### config.mk
export PLATFORM = sky130hd
export DESIGN_NAME = counter_ctrl
export DESIGN_NICKNAME = d
export VERILOG_FILES = /design/src/rtl/counter_ctrl_pkg.sv /design/src/rtl/counter_ctrl_rate_tick.sv /design/src/rtl/counter_ctrl.sv
export SDC_FILE = /design/constraint.sdc
export NUM_CORES = 1
export LEC_CHECK = 0
export CAP_MARGIN = 20
export CORE_UTILIZATION = 57
export DETAILED_ROUTE_END_ITERATION = 12
export MAX_ROUTING_LAYER = met4
export PLACE_DENSITY = 0.85
export SLEW_MARGIN = 20
export SYNTH_ARGS = -nofsm -noshare
export SYNTH_HDL_FRONTEND = slang
export SYNTH_SLANG_ARGS = --single-unit
### constraint.sdc
create_clock -name Clock -period 4.28 [get_ports Clock]
set_input_delay 0.642 -clock Clock [delete_from_list [all_inputs] [get_ports Clock]]
set_output_delay 0.642 -clock Clock [all_outputs]
set_load 0.03 [all_outputs]
### src/rtl/counter_ctrl_pkg.sv
// counter_ctrl_pkg: shared widths, state encoding and count type
// for the counter_ctrl sequencer and its rate divider.
package counter_ctrl_pkg;

  localparam int CNT_W = 8;
  localparam int DIV_W = 16;

  typedef enum logic [1:0] {
    S_IDLE  = 2'b00,
    S_RUN   = 2'b01,
    S_PAUSE = 2'b10,
    S_DONE  = 2'b11
  } ctrl_state_t;

  typedef logic [CNT_W-1:0] count_t;

endpackage

### src/rtl/counter_ctrl_rate_tick.sv
// rate_tick: reloading down-counter; Tick is high while it sits at
// zero, giving one tick every LoadValue+1 unheld cycles.
module rate_tick #(
  parameter int DIV_W = 16
) (
  input  logic             Clock,
  input  logic             Reset,
  input  logic             Load,
  input  logic             Hold,
  input  logic [DIV_W-1:0] LoadValue,
  output logic             Tick
);

  logic [DIV_W-1:0] cnt;

  assign Tick = (cnt == '0);

  always_ff @(posedge Clock) begin
    if (Reset) begin
      cnt <= '0;
    end else if (Load) begin
      cnt <= LoadValue;
    end else if (!Hold) begin
      cnt <= Tick ? LoadValue : cnt - DIV_W'(1);
    end
  end

endmodule

### src/rtl/counter_ctrl.sv
// counter_ctrl: run/pause/done sequencer for the 8-bit enable counter.
// Optional COUNTER_CTRL_AUTO_RELOAD_EN restarts each run on reaching target.
module counter_ctrl
  import counter_ctrl_pkg::*;
#(
  parameter int CNT_W = counter_ctrl_pkg::CNT_W,
  parameter int DIV_W = counter_ctrl_pkg::DIV_W
) (
  input  logic             Clock,
  input  logic             Reset,
  input  logic             Start,
  input  logic             Pause,
  input  logic             Abort,
  input  logic [CNT_W-1:0] Target,
  input  logic [DIV_W-1:0] Divisor,
  input  logic [CNT_W-1:0] CounterValue,
  output logic             CountEnable,
  output logic             CountClear,
  output logic             Busy,
  output logic             Done,
  output logic [1:0]       StateOut
);

  ctrl_state_t      state;
  logic [CNT_W-1:0] target_q;
  logic [DIV_W-1:0] div_q;
  logic [DIV_W-1:0] div_eff;
  logic [DIV_W-1:0] reload;
  logic             tick;
  logic             hit;
  logic             fin;

  assign div_eff = (Divisor == '0) ? DIV_W'(1) : Divisor;
  assign reload  = div_q - DIV_W'(1);

  // The clear cycle neither counts nor compares: the counter still
  // shows the previous run's value there.
  assign CountEnable = (state == S_RUN) && !CountClear && tick &&
                       (CounterValue != target_q);

  assign hit = (state == S_RUN) && !CountClear &&
               (CounterValue == target_q);

`ifdef COUNTER_CTRL_AUTO_RELOAD_EN
  // Clear on the final enable so the wrap costs only one cycle.
  assign fin = hit ||
               (CountEnable &&
                (CounterValue == target_q - CNT_W'(1)));
`else
  assign fin = hit;
`endif

  assign StateOut = state;

  rate_tick #(
    .DIV_W(DIV_W)
  ) u_tick (
    .Clock    (Clock),
    .Reset    (Reset),
    .Load     (CountClear),
    .Hold     (state != S_RUN),
    .LoadValue(reload),
    .Tick     (tick)
  );

  always_ff @(posedge Clock) begin
    if (Reset) begin
      state      <= S_IDLE;
      target_q   <= '0;
      div_q      <= DIV_W'(1);
      CountClear <= 1'b0;
      Done       <= 1'b0;
      Busy       <= 1'b0;
    end else begin
      CountClear <= 1'b0;
      Done       <= 1'b0;
      if (Abort) begin
        state      <= S_IDLE;
        CountClear <= 1'b1;
        Busy       <= 1'b0;
      end else begin
        unique case (state)
          S_IDLE, S_DONE: begin
            if (Start) begin
              target_q   <= Target;
              div_q      <= div_eff;
              CountClear <= 1'b1;
              if (Target == '0) begin
                state <= S_DONE;
                Done  <= 1'b1;
                Busy  <= 1'b0;
              end else begin
                state <= S_RUN;
                Busy  <= 1'b1;
              end
            end
          end
          S_RUN: begin
            if (fin) begin
              Done <= 1'b1;
`ifdef COUNTER_CTRL_AUTO_RELOAD_EN
              CountClear <= 1'b1;
`else
              state <= S_DONE;
              Busy  <= 1'b0;
`endif
            end else if (Pause) begin
              state <= S_PAUSE;
            end
          end
          S_PAUSE: begin
            if (Start) begin
              state <= S_RUN;
            end
          end
          default: begin
            state <= S_IDLE;
            Busy  <= 1'b0;
          end
        endcase
      end
    end
  end

endmodule

Yosys cells after proc, flatten, opt, wreduce, memory -nomap -nowiden

Cells that the tools add are included.

Register bits: 45
Bits in latches: 0
RAM bits: 0
Bits in read-only memories: 0
Input bits: 37
Output and inout bits: 6
Logic and storage cells: 57
Memories kept: 0

Add/subtract/negate cells: 2
Multipliers: 0
Div/mod/pow operators: 0
Magnitude comparators: 0
Eq/ne operators: 11
Shift operators: 0
Multiplexer cells: 21
Bitwise gates (word level): 1
Reductions and logical operators: 15

Operators by type and width:

| cell                                                | number |
|---|---|
| two-way mux 16 bit                                  | 4 |
| zero test 16 bit                                    | 2 |
| subtractor 16 x 1 -> 16 bit, second input constant  | 2 |
| two-way mux 2 bit                                   | 5 |
| two-way mux 1 bit                                   | 9 |
| AND reduction 3 bit                                 | 3 |
| equality test 8 bit                                 | 1 |
| zero test 8 bit                                     | 1 |
| != test 2 bit, second input constant                | 4 |
| != test 8 bit                                       | 1 |
| case mux 2 bit (3 select lines)                     | 1 |
| equality test 2 bit, second input constant          | 2 |
| logical AND 1 bit                                   | 4 |
| case mux 1 bit (2 select lines)                     | 2 |
| OR reduction 2 bit                                  | 2 |
| != test 3 bit, second input constant                | 1 |
| equality test 2 x 1 -> 1 bit, second input constant | 1 |
| zero test 2 bit                                     | 1 |
| != test 2 x 1 -> 1 bit, second input constant       | 1 |
| nonzero test 2 bit                                  | 1 |
| zero test 1 bit                                     | 1 |
| inverter 1 bit                                      | 1 |

Depth between registers and ports, before layout

Depth in word-level cells: 5
Depth in mapped cells: 9
Depth with buffers taken out: 7

Hierarchy

A second synthesis with hierarchy kept.

Cells, all modules: 345
Area total of the unflattened synthesis: 2667.6 um2

By module, submodules not included:

| module       | times used | cells an instance | area each (um2) | sequential area each (um2) |
|---|---|---|---|---|
| counter_ctrl | 1          | 198               | 1571.5          | 580.6 |
| rate_tick    | 1          | 147               | 1096.1          | 320.3 |

Worst setup path after synthesis

Ideal clock, no wire load.

Path kind: register to output
Start point: register u_tick.cnt[0]
End point: output port CountEnable
Data arrival time: 2.075 ns
Data required time: 3.638 ns
Slack: 1.563 ns
Stages on the path, launching flop included: 7
Path buffers: 0
Cell sequence: dfxtp_1 inv_1 ha_1 or4b_4 nor4_4 o21ai_0 nor2_1

Word-level cells in the longest chain between the ends: 3

RTL lines:

| what                           | line                         | RTL |
|---|---|---|
| start: declaration             | counter_ctrl_rate_tick.sv:14 | `logic [DIV_W-1:0] cnt;` |
| start signal: assignment       | counter_ctrl_rate_tick.sv:22 | `cnt <= LoadValue;` |
| start signal: assignment       | counter_ctrl_rate_tick.sv:24 | `cnt <= Tick ? LoadValue : cnt - DIV_W'(1);` |
| zero test 16 bit               | counter_ctrl_rate_tick.sv:16 | `assign Tick = (cnt == '0);` |
| logical AND 1 bit (2 in a row) | counter_ctrl.sv:38           | `assign CountEnable = (state == S_RUN) && !CountClear && tick &&` |
| end: declaration               | counter_ctrl.sv:17           | `output logic CountEnable,` |

Every way passes these cells.

Worst setup path after layout

Same ends and word-level chain as after synthesis.

==> summary.txt <==
Run status
  – Status: completed

Die
  – Die Y: 68.7 µm
  – Core area: 0.00414 mm²
  – Die Wd: 68.7 µm
  – Die area: 0.00472 mm²
  – Starting Density: 0.611
  – I/O pin total: 43
  – Site Rows: 23

Yosys
  – Syn_nets: 372
  – Ys Warns: 0
  – Synth Register Bits: 45
  – Avg Synthesized Cell Area: 7.68 µm²
  – Mapped cell area: 0.00253 mm²
  – Synth unique cells: 53
  – Cells after Synth: 330
  – Sequential fraction of the synthesis area: 0.356

Clock network
  – CTS Buf Count: 5
  – Clock sinks: 45
  – Post-CTS sizing: 0
  – H-tree depth: 2
  – CTS Hold Bufs: 0
  – CTS Root Buffer Type: clkbuf_8
  – Clk slew on worst S/H paths: 0.08 ns
  – CTS max path bufs: 2
  – Setup Fix Bufs, Post-CTS: 0
  – CTS tree: built
  – Later-pin clock latency in the skew report: 0.29 ns

Timing
  – Fin crit share: 0.802
  – Clock period minus worst slack: 3.43 ns
  – Actual slew at the worst max-slew pin: 0.839 ns
  – RSZ-0062 raised after global routing: no
  – Setup clock skew after layout: 0.00262 ns
  – Final hold violation count: 0
  – Max frequency: 291 MHz
  – Final setup violation count: 0
  – Final worst-path setup slack: 0.846 ns
  – Setup TNS: 0 ns
  – Max-Slew Margin vs Limit: 0.436
  – Max-slew violation count: 0

Cells and area
  – Area Overhead vs Synth: 21.2%
  – Most common library cell in the layout ignoring fill and taps: nand2_1
  – Final-stage net count: 407
  – Commonest cells after routing, fill and taps aside: nand2_1 (62), dfxtp_1 (45), clkdlybuf4s50_1 (42)
  – Share of layout cells above drive strength 1: 0.0683
  – Final core occ: 0.741
  – Diodes inserted: 0

Detailed routing
  – Number of remaining DRC errors: 0
  – Total Wirelength: 6.03 mm
  – Antenna-violating nets left: 0
  – 1st-iter DRT viols: 253
  – Via count: 2,491
  – DRT Pass-1 Iters: 4
  – Vias/cell: 5.99
  – Wire per inst: 14.5 µm

Critical path
  – Critical Path RT: 3.64 ns
  – Worst r2r dst: u_tick.cnt[9]$_SDFFE_PP0P_
  – Endpoint class of the critical path: primary output
  – R2R setup slack: 2.05 ns
  – Worst Setup SP: u_tick.cnt[0]$_SDFFE_PP0P_
  – Crit path to: CountEnable
  – Critical path class: register to primary output
  – Crit path launch type: register
  – Worst r2r path cells: 8
  – Crit path DAT: 2.79 ns
  – Worst Path Max Fanout: 9
  – Reg-to-reg critical path startpoint: u_tick.cnt[0]$_SDFFE_PP0P_

GRT
  – Largest net degree at the start of global routing: 26
  – Number of global-route vias before repair: 2,255
  – Initial antenna violation count: 0
  – Overall Global Routing Usage: 0.295
  – First-pass GRT wire length: 9.97 mm
  – Total gr overflow: 0

Placement
  – Pre-CTS setup slack: 1.17 ns
  – Gpl congestion: 0.884
  – IO buf count: 42
  – HPWL after detailed placement: 4.51 mm

Pwr
  – Switch share: 0.316
  – Total power: 1.06 mW
  – Share of total power in combinational logic: 0.279
  – Pint: 724 µW
  – Pwr/cell area: 345 mW/mm²
  – Sw power: 335 µW
  – Clock Power Share: 0.270
  – Worst vdd ir: 0.000182 V
  – Reg power frac: 0.451
  – Leak pwr: 1.05 nW

Worst hold path
  – Hold WC Path Type: register to register
  – Hold Path Depth: 2
  – Hold Crit Start: target_q[2]$_SDFFE_PP0P_

Flow run
  – Max-Cap Viols: 0
## logic make-up after synthesis
group / share of synthesized area
AND/OR/NAND/NOR: 0.300
AO/OA/AOI/OAI: 0.198
flip-flops: 0.356
buffers and inverters: 0.0435
XOR/XNOR: 0.0657
adder cells (fa/ha/maj): 0.0247
multiplexers: 0.0123
## how the worst min path moves through the flow
stage,endpoint,slack (ns)
finish,target_q[2]$_SDFFE_PP0P_,0.47
global route,target_q[4]$_SDFFE_PP0P_,0.50
CTS,target_q[2]$_SDFFE_PP0P_,0.47
detailed placement,target_q[2]$_SDFFE_PP0P_,0.46
global placement,target_q[0]$_SDFFE_PP0P_,0.46
floorplan,div_q[15]$_SDFFE_PP0P_,0.45
## Yosys cell counts (all sizes together)
library cell / n / area, µm²
nand2: 62 / 233
dfxtp: 45 / 901
a21oi: 33 / 165
nor2: 25 / 93.8
xnor2: 18 / 158
nor3: 17 / 96.4
clkbuf: 15 / 56.3
nor4: 12 / 96.3
inv: 11 / 41.3
nand3: 11 / 55.1
a31oi: 7 / 43.8
o21ai: 7 / 38.8
o22ai: 6 / 37.5
or4: 6 / 48.8
ha: 5 / 62.6
nand4: 5 / 31.3
or3: 4 / 26.3
o211ai: 3 / 22.5
a211o: 2 / 17.5
a221oi: 2 / 23.8
a22oi: 2 / 15.0
a311oi: 2 / 17.5
a41oi: 2 / 17.5
buf: 2 / 12.5
mux2i: 2 / 20.0
nand2b: 2 / 12.5
o21a: 2 / 15.0
o311ai: 2 / 17.5
or2: 2 / 12.5
or4b: 2 / 23.8
a2111oi: 1 / 8.76
a21o: 1 / 8.76
a221o: 1 / 10.0
a31o: 1 / 8.76
and3: 1 / 6.26
mux2: 1 / 11.3
nand4b: 1 / 8.76
nor3b: 1 / 7.51
nor4b: 1 / 8.76
o21bai: 1 / 7.51
o22a: 1 / 8.76
o31a: 1 / 8.76
o41ai: 1 / 8.76
xor2: 1 / 8.76
## stage by stage
step,cell area (µm²),std cells,hold slack [ns]
2_1_floorplan,2530,330,0.449
3_3_place_gp,2970,408,0.457
3_5_place_dp,2970,408,0.459
4_1_cts,3070,416,0.470
5_1_grt,3070,416,0.502
6_report,3070,416,0.468
## layer usage
layer,track usage,part of all wire,up-vias
li1,-,-,1263
met1,0.355,0.47,1136
met2,0.488,0.46,82
met3,0.0658,0.051,10
met4,0.0938,0.016,0
met5,-,0,-
## area by class of cell
cell class,count,area (µm²)
inverters,11,41.3
flip-flops and latches,45,901
multi-input cells,257,1520
fillers,332,1070
clock buffers,7,96.3
well taps,50,62.6
repair buffers,45,443
clock inverters,1,5.00
## power by group through the flow
stage          clock network, mW  registers (mW)  logic (mW)
5_1_grt                    0.308           0.483       0.326
4_1_cts                    0.291           0.477       0.293
2_1_floorplan                  0           0.480       0.205
3_5_place_dp                   0           0.487       0.291
6_report                   0.286           0.478       0.295
3_3_place_gp                   0           0.485       0.287
## registers in the layout (all words and copies together), names as in the netlist
| signal | cells |
|---|---|
| u_tick.cnt | 16 |
| Done | 1 |
| Busy | 1 |
| StateOut | 2 |
| target_q | 8 |
| CountClear | 1 |
| div_q | 16 |
## critical path, stage by stage, from the launching register on
cell and delay (ns):
dfxtp_1 0.34, inv_1 0.11, ha_1 0.16, or4b_4 0.50
nor4_4 0.28, buf_4 0.21, o21ai_0 0.09, nor2_1 0.10
clkdlybuf4s50_1 0.69
No activity file was read; power rests on OpenSTA's default activity.
